`src/rtl/hamming_serial_tx.sv`:
```
// ---------------------------------------------------------------------------
// hamming_serial_tx
// Serial transmitter for the Hamming-protected shift-register link.
// A parallel word is accepted through a valid/ready handshake and split into
// 4-bit nibbles. Each nibble becomes a 7-bit codeword sent in the order
// d0,d1,d2,d3,p1,p2,p3. The codewords go out LSB-first, nibble 0 first,
// inside a start (0) / stop (1) frame. Each serial bit is held BIT_CYCLES
// clocks. One code bit of a frame can optionally be inverted so the
// receiver's correction path can be exercised.
//
// Ports
//   clk        : system clock, rising edge
//   rst        : asynchronous reset, active low
//   in_valid   : in_data is offered for transmission
//   in_data    : word to transmit (WIDTH bits, multiple of 4)
//   inj_en     : sampled at accept, flip one code bit of this frame
//   inj_pos    : index of the code bit to flip (0 = first code bit sent)
//   in_ready   : a word can be accepted this cycle (IDLE only)
//   tx_out     : serial line, idles high
//   busy       : frame in progress (START, DATA, STOP)
//   frame_done : one-cycle pulse on the last cycle of the stop bit
// ---------------------------------------------------------------------------
module hamming_serial_tx #(
  parameter int WIDTH      = 8,
  parameter int BIT_CYCLES = 1,
  localparam int NIB = WIDTH / 4,
  localparam int SW  = 7 * NIB,
  localparam int IPW = $clog2(SW)
) (
  input  logic             clk,
  input  logic             rst,
  input  logic             in_valid,
  input  logic [WIDTH-1:0] in_data,
  input  logic             inj_en,
  input  logic [IPW-1:0]   inj_pos,
  output logic             in_ready,
  output logic             tx_out,
  output logic             busy,
  output logic             frame_done
);

  localparam int CW = (BIT_CYCLES > 1) ? $clog2(BIT_CYCLES) : 1;
  localparam int BW = (SW > 1) ? $clog2(SW) : 1;

  localparam logic [CW-1:0] CYC_LAST = CW'(BIT_CYCLES - 1);
  localparam logic [BW-1:0] BIT_LAST = BW'(SW - 1);

  typedef enum logic [1:0] {
    ST_IDLE  = 2'd0,
    ST_START = 2'd1,
    ST_DATA  = 2'd2,
    ST_STOP  = 2'd3
  } state_t;

  // Codeword packed so that bit 0 is the first bit on the wire.
  function automatic logic [6:0] enc_nibble(input logic [3:0] d);
    logic p1;
    logic p2;
    logic p3;
    p1 = d[0] ^ d[2] ^ d[3];
    p2 = d[0] ^ d[1] ^ d[3];
    p3 = d[0] ^ d[1] ^ d[2];
    return {p3, p2, p1, d[3], d[2], d[1], d[0]};
  endfunction

  state_t           r_state;
  logic [CW-1:0]    r_cyc;
  logic [BW-1:0]    r_bit;
  logic [SW-1:0]    r_shift;
  logic             r_tx;
  logic             r_busy;
  logic             r_done;
  logic             r_ready;

  state_t           w_state_nxt;
  logic [CW-1:0]    w_cyc_nxt;
  logic [BW-1:0]    w_bit_nxt;
  logic [SW-1:0]    w_shift_nxt;
  logic [SW-1:0]    w_code;
  logic [SW-1:0]    w_flip;
  logic             w_accept;
  logic             w_tx_nxt;

  assign w_accept = in_valid && r_ready;

  // Encode every nibble and build the injection mask for the captured frame.
  // An out-of-range inj_pos matches no stream index, so nothing is flipped.
  always_comb begin
    w_code = '0;
    w_flip = '0;
    for (int n = 0; n < NIB; n++) begin
      w_code[7*n +: 7] = enc_nibble(in_data[4*n +: 4]);
    end
    for (int i = 0; i < SW; i++) begin
      w_flip[i] = inj_en && (inj_pos == IPW'(i));
    end
  end

  // Next-state, counter and shift-register logic.
  always_comb begin
    w_state_nxt = r_state;
    w_cyc_nxt   = r_cyc;
    w_bit_nxt   = r_bit;
    w_shift_nxt = r_shift;
    case (r_state)
      ST_IDLE: begin
        w_cyc_nxt = '0;
        w_bit_nxt = '0;
        if (w_accept) begin
          w_state_nxt = ST_START;
          w_shift_nxt = w_code ^ w_flip;
        end else begin
          w_state_nxt = ST_IDLE;
        end
      end
      ST_START: begin
        if (r_cyc == CYC_LAST) begin
          w_state_nxt = ST_DATA;
          w_cyc_nxt   = '0;
          w_bit_nxt   = '0;
        end else begin
          w_cyc_nxt = r_cyc + CW'(1);
        end
      end
      ST_DATA: begin
        if (r_cyc == CYC_LAST) begin
          w_cyc_nxt = '0;
          if (r_bit == BIT_LAST) begin
            w_state_nxt = ST_STOP;
            w_bit_nxt   = '0;
          end else begin
            w_bit_nxt   = r_bit + BW'(1);
            // The next bit to send is always at the bottom of the register.
            w_shift_nxt = r_shift >> 1;
          end
        end else begin
          w_cyc_nxt = r_cyc + CW'(1);
        end
      end
      ST_STOP: begin
        if (r_cyc == CYC_LAST) begin
          w_state_nxt = ST_IDLE;
          w_cyc_nxt   = '0;
        end else begin
          w_cyc_nxt = r_cyc + CW'(1);
        end
      end
      default: begin
        w_state_nxt = ST_IDLE;
        w_cyc_nxt   = '0;
        w_bit_nxt   = '0;
      end
    endcase
  end

  // Line level for the state being entered, so the registered tx_out lines
  // up with the state register (start bit appears right after accept).
  always_comb begin
    case (w_state_nxt)
      ST_START: w_tx_nxt = 1'b0;
      ST_DATA:  w_tx_nxt = w_shift_nxt[0];
      default:  w_tx_nxt = 1'b1;
    endcase
  end

  // State, counters, shift register and registered outputs.
  always_ff @(posedge clk or negedge rst) begin
    if (!rst) begin
      r_state <= ST_IDLE;
      r_cyc   <= '0;
      r_bit   <= '0;
      r_shift <= '0;
      r_tx    <= 1'b1;
      r_busy  <= 1'b0;
      r_done  <= 1'b0;
      r_ready <= 1'b0;
    end else begin
      r_state <= w_state_nxt;
      r_cyc   <= w_cyc_nxt;
      r_bit   <= w_bit_nxt;
      r_shift <= w_shift_nxt;
      r_tx    <= w_tx_nxt;
      r_busy  <= (w_state_nxt != ST_IDLE);
      r_done  <= (w_state_nxt == ST_STOP) && (w_cyc_nxt == CYC_LAST);
      r_ready <= (w_state_nxt == ST_IDLE);
    end
  end

  assign tx_out     = r_tx;
  assign busy       = r_busy;
  assign frame_done = r_done;
  assign in_ready   = r_ready;

endmodule

```
`config.mk`:
```
export PLATFORM = sky130hd
export DESIGN_NAME = hamming_serial_tx
export DESIGN_NICKNAME = d
export VERILOG_FILES = /design/src/rtl/hamming_serial_tx.sv
export SDC_FILE = /design/constraint.sdc
export NUM_CORES = 1
export LEC_CHECK = 0
export ABC_AREA = 1
export CORE_MARGIN = 2
export CORE_UTILIZATION = 59
export CTS_CLUSTER_SIZE = 40
export DETAILED_ROUTE_END_ITERATION = 8
export PLACE_DENSITY = 0.88
export RECOVER_POWER = 50
export SLEW_MARGIN = 30
export SYNTH_ARGS = -nofsm -noshare
export SYNTH_HDL_FRONTEND = slang
export SYNTH_SLANG_ARGS = --single-unit
```
`constraint.sdc`:
```
create_clock -name clk -period 2.7 [get_ports clk]
set_clock_uncertainty 0.05 [all_clocks]
set_input_delay 0.405 -clock clk [delete_from_list [all_inputs] [get_ports clk]]
set_output_delay 0.405 -clock clk [all_outputs]
set_load 0.005 [all_outputs]
```
Yosys cells after proc, flatten, opt, wreduce, memory -nomap -nowiden
Index checks and enable logic that the tools add are counted.

cells by class
  add/sub/neg operators = 2
  eq/ne operators = 24
  muxes and demuxes = 17
  bitwise gates (word level) = 12
  reductions and logical operators = 25

operators by type and width
  kind                                           count
  2-to-1 mux 14 bit                              3
  == test 4 bit, second input constant           7
  one-hot mux 14 bit (2 select lines)            1
  == test 4 x 3 -> 1 bit, second input constant  4
  logical AND 1 bit                              16
  XOR 14 bit                                     1
  2-to-1 mux 4 bit                               3
  one-hot mux 4 bit (3 select lines)             1
  XOR 1 bit                                      10
  == test 2 bit, second input constant           4
  == test 4 x 2 -> 1 bit, second input constant  2
  2-to-1 mux 2 bit                               4
  inequality test 2 bit, second input constant   4
  one-hot mux 2 bit (4 select lines)             1
  adder 4 x 1 -> 4 bit, second input constant    1
  == test 2 x 1 -> 1 bit, second input constant  2
  == test 4 x 1 -> 1 bit, second input constant  1
  zero test 2 bit                                2
  zero test 4 bit                                1
  one-hot mux 1 bit (2 select lines)             2
  AND reduction 4 bit                            1
  nonzero test 2 bit                             2
  AND reduction 3 bit                            1
  nonzero test 3 bit                             1
  other kinds (4)                                5

storage, ports and cells
  bits in registers = 25
  input port bits = 16
  output and inout bits = 4
  logic and storage cells = 89

Longest topological paths before layout
Gate-level depths: netlist (run 1).

  word-level depth = 6
  gate-level depth with buffers = 11
  gate-level depth less buffers = 11

Worst setup path after synthesis (run 1)
Ideal clock, no wire load.

  kind = register to register
  from = register r_state[0]
  to = register r_shift[4]
  setup time = 0.122 ns
  data arrival time = 1.281 ns
  data required time = 2.528 ns
  setup slack = 1.247 ns
  cell stages (with the launch flop) = 8
  buffers on the path = 1
  period minus slack after synthesis = 1.453 ns
  cells stage by stage = dfrtp_1 > inv_1 > ha_1 > nor2_1 > nand3b_4 > buf_6 > a21oi_1 > a21oi_1

between the ends
  cells in the longest elaborated chain, start to end = 3
  elaborated cells on any way between the ends = 8
  those cells by class = eq/ne: 4; mux: 1; reduce/logical: 3

RTL lines
  what                                                                          line  text
  start: declaration                                                            66    state_t r_state;
  start signal: assignment                                                      178   r_state <= w_state_nxt;
  == test 2 bit / zero test 2 bit (equally long branches)                       105   case (r_state)
  inequality test 2 bit (no line) / nonzero test 2 bit (equally long branches)  --
  AND reduction 4 bit (no line)                                                 --
  end signal: assignment                                                        181   r_shift <= w_shift_nxt;
  end: declaration                                                              69    logic [SW-1:0] r_shift;

Several ways; a longest one is shown, not always the timed one.
A chain may end at the register's enable or synchronous reset.

Final worst setup path (run 1)
  from = register r_tx (netlist: tx_out)
  to = output port tx_out

RTL lines
  what                      line  text
  start: declaration        70    logic r_tx;
  start signal: assignment  182   r_tx <= w_tx_nxt;
  end: declaration          37    output logic tx_out,

No word-level cell between the ends.

==> results of run 1 <==
==> area by class of cell <==
class	count	area share [%]
Timing Repair Buffer	20	10.3
Sequential cell	24	31.8
Inverter	38	7.54
Tap cell	31	2.05
Multi-Input combinational cell	173	46.4
Clock buffer	4	1.92
==> report_power, final <==
| group | total (mW) | switching, mW | internal (mW) | leakage (nW) |
|---|---|---|---|---|
| sequential | 0.636 | 0.0957 | 0.540 | 0.294 |
| combinational | 0.930 | 0.571 | 0.359 | 0.645 |
| clock | 0.190 | 0.108 | 0.0826 | 0.0210 |
==> Yosys cell counts, types with 2 or more instances <==
| cell type | instances |
|---|---|
| o21ai_0 | 5 |
| buf_6 | 3 |
| a21oi_1 | 27 |
| nor2_1 | 23 |
| nand3_2 | 2 |
| inv_1 | 36 |
| nand3_1 | 42 |
| xor2_1 | 2 |
| nand2_1 | 59 |
| nand4_1 | 2 |
| ha_1 | 5 |
| dfrtp_1 | 23 |
| inv_2 | 2 |
==> path summary, 6_finish.rpt <==
kind | from | endpoint | slack [ps]
setup / recovery | tx_out | tx_out | 900
hold / removal | r_shift[13] | r_shift[13] | 460
setup reg to reg | r_state[0] | r_shift[10] | 980
hold reg to reg | r_shift[13] | r_shift[13] | 460
max in group asynchronous | rst | r_shift[9] | 1260
min in group asynchronous | rst | r_bit[1] | 500
==> per-stage QoR <==
step | area [µm²] | worst slack [ps]
2_1_floorplan | 1660 | 1250
3_3_place_gp | 1860 | 850
3_5_place_dp | 1860 | 812
4_1_cts | 1900 | 894
5_1_grt | 1890 | 845
6_report | 1890 | 902
==> kinds of logic (layout without fill, tap and decap cells) <==
kind of cell | Yosys count | count (layout) | share of synthesized area, %
adder cells (fa/ha/maj) | 5 | 5 | 3.77
flip-flops | 24 | 24 | 36.2
AND/OR/NAND/NOR | 132 | 132 | 37.3
AO/OA/AOI/OAI | 34 | 34 | 10.8
buffers and inverters | 42 | 62 | 10.9
XOR/XNOR | 2 | 2 | 1.05
==> sequential cells by signal, indices dropped and copies added (netlist names) <==
register / count
frame_done: 1
r_state: 2
busy: 1
tx_out: 1
r_bit: 4
r_shift: 14
in_ready: 1
==> per-layer routing <==
layer  up-vias  part of all wire [%]  GRT usage (%)
met3         6                   6.4           4.76
met4         0                   1.6           5.32
met1       718                    45           32.9
li1        815                     -              -
met2        48                    47           37.1
met5         -                     0              0
==> run summary, run 1 <==
Syn_area_per_cell - 6.95 µm²
Register area - 602 µm²
Detailed placement HPWL - 2.68 mm
P per Cell Area - 929 nW/µm²
First-pass DRT Iterations - 5
Total number of vias - 1587
Reg clk slew, reported paths - 130 ps
# fillers - 250
CP Cell Sequence - clkdlybuf4s50_1
Worst endpoint data arrival time - 1340 ps
Most frequent cells in the layout - nand2_1 (59), nand3_1 (42), inv_1 (36)
Final Util - 69.8%
Starting Density - 61.3%
Tcrit/Tclk final - 66.6%
Crit path time final - 1800 ps
Required @ worst endpoint - 2250 ps
Clk buf depth - 2
CTS root buffer - clkbuf_4
I/O Pins - 20
Layout Nets - 281
Power Total - 1.76 mW
FMAX - 0.556 GHz
Number of enable flip-flop cells after synthesis - 0
Core area - 2710 µm²
CP Launch Type - flip-flop
Max VDD drop - 981 µV
Cell Area, Synth - 1660 µm²
Initial antenna violation count - 0
Initial DRC Count - 75
Flops & latches, synth - 24
Total gr overflow - 0
Drt wl/cell - 11.6 µm
CP Depth - 1
Setup violations, final - 0
DR vias/cell - 5.47
Resized cells post-CTS - 0
Share of Yosys cell area claimed by the top area cell type - 34.6%
Slowest cell on crit path - dfstp_2
Total wire length - 3.37 mm
Ant diodes - 0
Most common flop cell mapped by yosys - dfrtp_1
Area Overhead vs Synth - 13.9%
Hold depth - 2
Gate Count Post-Synth - 239
Hold bufs inserted after CTS - 0
Worst-skew pair later-pin latency - 320 ps
GP Congestion - 0.828
Ys Warns - 0
Total CTS buffers - 3
Area of the multi-input gates - 878 µm²
Full die area - 3260 µm²
Hold WC Path Type - flip-flop to flip-flop
Top post-synthesis cells by area - dfrtp_1 (35%), nand2_1 (13%), nand3_1 (13%)
Total GRT Usage - 23.2%
RSZ-0062 raised after global routing - false
H-tree depth - 1
Worst path max stage delay - 540 ps
Die height - 57.1 µm
Net Count, Synth - 260
Final cell count without fillers - 290
Share of cells above drive strength 1 - 5.41%
Worst Tran Pin Value - 710 ps
Max Cap Viol - 0
Cell leakage power - 0.960 nW
Port bufs - 19
Status - finished clean
Final setup TNS - 0 ps
R2R depth - 7
Post-synth ARST share - 100%
Slew Limit Fails - 0
Row cnt - 19
WHS - 459 ps
Unique masters post-synth - 21
Placed insts - 286
Buf+Inv Stages, Crit Path - 1
CTS tree - done
First-pass GRT wire length - 6.04 mm
Most common cell after layout, fill and taps aside - nand2_1
Die W - 57.1 µm
Final Hold Fails - 0
Post-DRT Antenna Nets - 0
Top cell family by delay on the critical path - flip-flops
Synth area leader - dfrtp_1
Largest net degree at the start of global routing - 17
Critical path class - flip-flop to output pin
Worst slew margin - 52.5%
Register area share after synthesis - 36.2%
CTS sink cnt - 24
Critical path endpoint category - output pin
Crit-path max FO - 1
Vias in the first global route - 1410
Post-CTS setup buffer count - 0
Drt drc - 0
Power figures use the tool's default switching activity.
==> run 2, diff against run 1 <==
--- a/config.mk
+++ b/config.mk
@@ -7,10 +7,10 @@
 export LEC_CHECK = 0
 export ABC_AREA = 1
 export CORE_MARGIN = 2
-export CORE_UTILIZATION = 59
+export CORE_UTILIZATION = 55
 export CTS_CLUSTER_SIZE = 40
 export DETAILED_ROUTE_END_ITERATION = 8
-export PLACE_DENSITY = 0.88
+export PLACE_DENSITY = 0.83
 export RECOVER_POWER = 50
 export SLEW_MARGIN = 30
 export SYNTH_ARGS = -nofsm -noshare
==> constraint.sdc (replaced) <==
create_clock -name clk -period 1.74 [get_ports clk]
set_clock_uncertainty 0.05 [all_clocks]
set_input_delay 0.261 -clock clk [delete_from_list [all_inputs] [get_ports clk]]
set_output_delay 0.261 -clock clk [all_outputs]
set_load 0.005 [all_outputs]
==> run 2 against run 1 <==
  * Register-to-register slack worse by 840 ps
  * Core utilization is 1.1 points lower
  * Global-route usage is 0.90 points lower
  * Design area is 1.9% higher
  * Clock power is 53% higher
  * Die area is 6.8% higher
  * Highest routed layer unchanged
  * Critical path depth stayed put
==> run summary, run 2 (synthesized netlist as in run 1, its figures left out) <==
CTS root buffer - clkbuf_4
Initial antenna violation count - 0
I/O Pins - 20
Flop pwr share - 35.5%
Place WS - -5.80 ps
Total GRT Usage - 22.3%
Reg-to-Reg Start - r_state[0]
Worst endpoint data arrival time - 1330 ps
Crit-path max FO - 1
Slew Limit Fails - 0
Internal power - 1.55 mW
RSZ-0062 raised after global routing - false
Top cell family by delay on the critical path - flip-flops
Drt drc - 0
Clk buf depth - 2
Total number of vias - 1605
Crit path time final - 1640 ps
Largest register by flop count - r_shift
Vias in the first global route - 1403
GP Congestion - 0.870
Worst path max stage delay - 530 ps
Sw power - 1.25 mW
Ant diodes - 0
Hold WC Path Type - primary input to asynchronous set/reset pin
CTS tree - done
Final worst slack - 98.9 ps
Logic pwr share - 54.1%
P per Cell Area - 1450 nW/µm²
Clock power share - 10.4%
Post-DRT Antenna Nets - 0
Hold bufs inserted after CTS - 0
Die height - 59.0 µm
CP Cell Sequence - clkdlybuf4s50_1
Row cnt - 19
Final Util - 68.7%
Most frequent cells in the layout - nand2_1 (59), nand3_1 (42), inv_1 (36)
Total gr overflow - 0
H-tree depth - 1
Max reg flops - 14
Power Total - 2.80 mW
Worst slew margin - 60.3%
Required @ worst endpoint - 1430 ps
Most common cell after layout, fill and taps aside - nand2_1
Worst Tran Pin Value - 595 ps
CP Launch Type - flip-flop
Area Overhead vs Synth - 16.0%
Drt wl/cell - 12.7 µm
Top Registers - r_shift (14), r_bit (4), r_state (2)
Die W - 59.0 µm
Detailed placement HPWL - 2.77 mm
Cell leakage power - 0.979 nW
Full die area - 3480 µm²
Port bufs - 19
First-pass DRT Iterations - 4
DR vias/cell - 5.46
Layout Nets - 285
Buf+Inv Stages, Crit Path - 1
Final Hold Fails - 0
Reg clk slew, reported paths - 130 ps
Max Cap Viol - 0
WHS - 405 ps
Crit path launch - tx_out
Initial DRC Count - 96
Slowest cell on crit path - dfstp_2
Starting Density - 59.2%
Worst-skew pair later-pin latency - 310 ps
Critical path endpoint category - output pin
CTS sink cnt - 24
Setup violations, final - 0
Status - finished clean
FMAX - 0.609 GHz
# fillers - 259
Critical path class - flip-flop to output pin
Max VDD drop - 1300 µV
Final setup TNS - 0 ps
First-pass GRT wire length - 5.95 mm
Largest net degree at the start of global routing - 25
Tcrit/Tclk final - 94.3%
Total wire length - 3.74 mm
Sw frac - 44.6%
Share of cells above drive strength 1 - 7.60%
Total CTS buffers - 3
Core area - 2810 µm²
## run 2: layout make-up
cell class	count	area [µm²]	area share [%]
multi-input cells	174	887	46.0
flip-flops and latches	24	602	31.2
repair buffers	23	218	11.3
inverters	38	145	7.53
well taps	31	38.8	2.01
clock buffers	4	36.3	1.88
## run 2: final timing paths
| path | cells after the start | endpoint | slack [ps] |
|---|---|---|---|
| hold / removal | 2 | r_shift[10] | 410 |
| setup reg to reg | 7 | r_shift[6] | 140 |
| min in group clk | 2 | r_shift[13] | 470 |
| setup / recovery | 1 | tx_out | 100 |
| max in group asynchronous | 2 | r_shift[0] | 840 |
| hold reg to reg | 2 | r_shift[13] | 470 |
## run 2: power by group through the flow
stage               Sequential [mW]  Combinational [mW]  Clock [mW]
global route                   1.02                1.72       0.317
floorplan                     0.966                1.20           0
finish                        0.993                1.51       0.291
CTS                           0.988                1.46       0.300
global placement              0.994                1.40           0
detailed placement            0.995                1.46           0
## run 2: layer usage
metal / track usage (%) / part of all wire [%] / vias up
met5: 0 / 0 / -
met4: 6.17 / 0.48 / 0
met3: 5.27 / 4.9 / 2
met2: 34.9 / 47 / 35
met1: 31.0 / 47 / 744
li1: - / - / 824
## run 2: through the flow
step | instances | area [µm²]
2_1_floorplan | 239 | 1660
3_3_place_gp | 286 | 1860
3_5_place_dp | 286 | 1860
4_1_cts | 290 | 1900
5_1_grt | 294 | 1930
6_report | 294 | 1930
## run 2: timing repair
item / 4_1_cts / 5_1_grt
setup buffers: 0 / 3
resized for setup: 0 / 2
endpoints found under the setup margin: 0 / 13
==> run 3, diff against run 2 <==
--- a/config.mk
+++ b/config.mk
@@ -5,12 +5,11 @@
 export SDC_FILE = /design/constraint.sdc
 export NUM_CORES = 1
 export LEC_CHECK = 0
-export ABC_AREA = 1
-export CORE_MARGIN = 2
-export CORE_UTILIZATION = 55
+export CORE_MARGIN = 3
+export CORE_UTILIZATION = 59
 export CTS_CLUSTER_SIZE = 40
 export DETAILED_ROUTE_END_ITERATION = 8
-export PLACE_DENSITY = 0.83
+export PLACE_DENSITY = 0.88
 export RECOVER_POWER = 50
 export SLEW_MARGIN = 30
 export SYNTH_ARGS = -nofsm -noshare
==> constraint.sdc (replaced) <==
create_clock -name clk -period 1.9 [get_ports clk]
set_clock_uncertainty 0.05 [all_clocks]
set_input_delay 0.285 -clock clk [delete_from_list [all_inputs] [get_ports clk]]
set_output_delay 0.285 -clock clk [all_outputs]
set_load 0.005 [all_outputs]
==> run 3 against run 2 <==
  * Die area down 6.4%
  * Combinational power up 11%
  * Synthesized cell count down 30%
  * Design area up 4.6%
  * Critical endpoint is now r_shift[6]
  * Register-to-register slack worse by 100 ps
  * Via count down 8.3%
  * Clock power down 7%
  * Total power up 2.5%
  * Flip-flop and latch count unchanged
  * Worst setup slack worse by 59 ps
==> run summary, run 3 <==
Worst endpoint data arrival time - 2030 ps
Largest net degree at the start of global routing - 25
Critical path class - flip-flop to flip-flop
I/O Pins - 20
P per Cell Area - 1420 nW/µm²
First-pass GRT wire length - 6.33 mm
Cell Area, Synth - 1540 µm²
Worst slew margin - 15.0%
Final Util - 86.1%
Total GRT Usage - 24.7%
Most common flop cell mapped by yosys - dfrtp_1
Worst Tran Pin Value - 1270 ps
Full die area - 3250 µm²
Starting Density - 65.7%
Die W - 57.1 µm
Total gr overflow - 0
Synth area leader - dfrtp_1
Ant diodes - 0
Top cell family by delay on the critical path - flip-flops
First-pass DRT Iterations - 4
Vias in the first global route - 1381
Top Registers - r_shift (14), r_bit (4), r_state (2)
Hold bufs inserted after CTS - 0
Total wire length - 3.89 mm
DR vias/cell - 6.13
Slew Limit Fails - 0
Required @ worst endpoint - 2070 ps
Total number of vias - 1471
Hold WC Path Type - flip-flop to flip-flop
Slowest cell on crit path - dfrtp_1
Top-count cell post-synth - dfrtp_1
Max reg flops - 14
Final Hold Fails - 0
WHS - 507 ps
CTS root buffer - clkbuf_4
Ys Warns - 0
Total CTS buffers - 3
Die height - 57.1 µm
H-tree depth - 1
Row cnt - 17
Layout Nets - 234
Top post-synthesis cells by area - dfrtp_1 (37%), xnor2_1 (5.1%), ha_1 (4.1%)
CTS tree - done
Drt drc - 0
CP Cell Sequence - ha_1 -> and3_1 -> buf_4 -> a22oi_2 -> buf_6 -> mux2_2
Tcrit/Tclk final - 97.9%
Crit-path max FO - 5
Detailed placement HPWL - 2.92 mm
Commonest cells post-synth - dfrtp_1 (23), nor2_1 (16), nand2_1 (14)
Core area - 2340 µm²
Post-synth ARST share - 100%
Crit path time final - 1860 ps
Drt wl/cell - 16.2 µm
Buf+Inv Stages, Crit Path - 2
Post-DRT Antenna Nets - 0
CP Launch Type - flip-flop
Net Count, Synth - 188
Setup violations, final - 0
Place WS - -171 ps
Port bufs - 19
Worst path max stage delay - 450 ps
CTS sink cnt - 24
Max VDD drop - 1190 µV
Flops & latches, synth - 24
# fillers - 131
GP Congestion - 0.895
Number of enable flip-flop cells after synthesis - 0
Reg clk slew, reported paths - 130 ps
Syn_area_per_cell - 9.21 µm²
Gate Count Post-Synth - 167
Final worst slack - 39.7 ps
Initial DRC Count - 39
Critical path endpoint category - flip-flop
Clk buf depth - 2
Unique masters post-synth - 42
Cell leakage power - 0.843 nW
FMAX - 0.538 GHz
Max Cap Viol - 0
Largest register by flop count - r_shift
Worst-skew pair later-pin latency - 320 ps
Area Overhead vs Synth - 31.1%
Share of Yosys cell area claimed by the top area cell type - 37.4%
Status - finished clean
Share of cells above drive strength 1 - 22.2%
Initial antenna violation count - 0
Most frequent cells in the layout - dfrtp_1 (23), buf_4 (23), clkdlybuf4s50_1 (18)
Register area share after synthesis - 39.1%
-- run 3: cell type report --
type	instances	area (µm²)	area share (%)
clock buffers	4	36.3	1.80
well taps	28	35.0	1.74
inverters	7	26.3	1.30
multi-input cells	129	906	44.9
repair buffers	48	410	20.4
flip-flops and latches	24	602	29.9
-- run 3: timing repair --
item	4_1_cts	5_1_grt
gates cloned	0	2
buffers inserted	0	4
gates resized for setup	3	6
pin swaps	1	2
setup endpoints to repair	5	13
-- run 3: path summary, 6_finish.rpt --
check / slack (ps) / from / end / depth (start not counted)
max in group asynchronous: 360 / rst / r_shift[12] / 2
worst min-delay path: 510 / r_bit[1] / r_bit[1] / 2
worst max-delay path: 40 / r_bit[0] / r_shift[6] / 6
min in group asynchronous: 690 / rst / busy / 2
worst min register to register: 510 / r_bit[1] / r_bit[1] / 2
worst max register to register: 40 / r_bit[0] / r_shift[6] / 6
-- run 3: through the flow --
step	setup TNS, ps	std cells	cell area (µm²)	total power, mW
5_1_grt	-48.8	240	2020	3.08
2_1_floorplan	0	167	1540	1.81
6_report	0	240	2020	2.87
3_3_place_gp	-123	230	1910	2.23
3_5_place_dp	-1040	230	1910	2.35
4_1_cts	-13.1	234	1950	2.65
-- run 3: report_power, final --
group / internal (mW) / total, mW / switching [mW]
Sequential: 0.763 / 0.920 / 0.157
Clock: 0.117 / 0.272 / 0.154
Combinational: 0.825 / 1.67 / 0.849
-- run 3: worst min-delay path: stages, from the launching register on --
cell and delay (ps):
dfrtp_1 410, nand2_1 60, o31ai_1 60
-- run 3: cell families (layout without fill, tap and decap cells) --
group / Yosys count / count (layout) / share of synthesized area (%)
adder cells (fa/ha/maj): 5 / 5 / 4.07
flip-flops: 24 / 24 / 39.1
AND/OR/NAND/NOR: 63 / 63 / 20.7
XOR/XNOR: 11 / 11 / 8.46
AO/OA/AOI/OAI: 43 / 43 / 19.0
buffers and inverters: 14 / 59 / 3.66
multiplexers: 7 / 7 / 4.88
-- run 3: routing by layer --
metal / vias to the layer above / part of all wire [%] / global-route usage [%]
li1: 695 / - / -
met1: 722 / 44 / 32.7
met2: 49 / 50 / 42.7
met3: 5 / 4.2 / 1.58
met4: 0 / 1.5 / 8.94
met5: - / 0 / 0
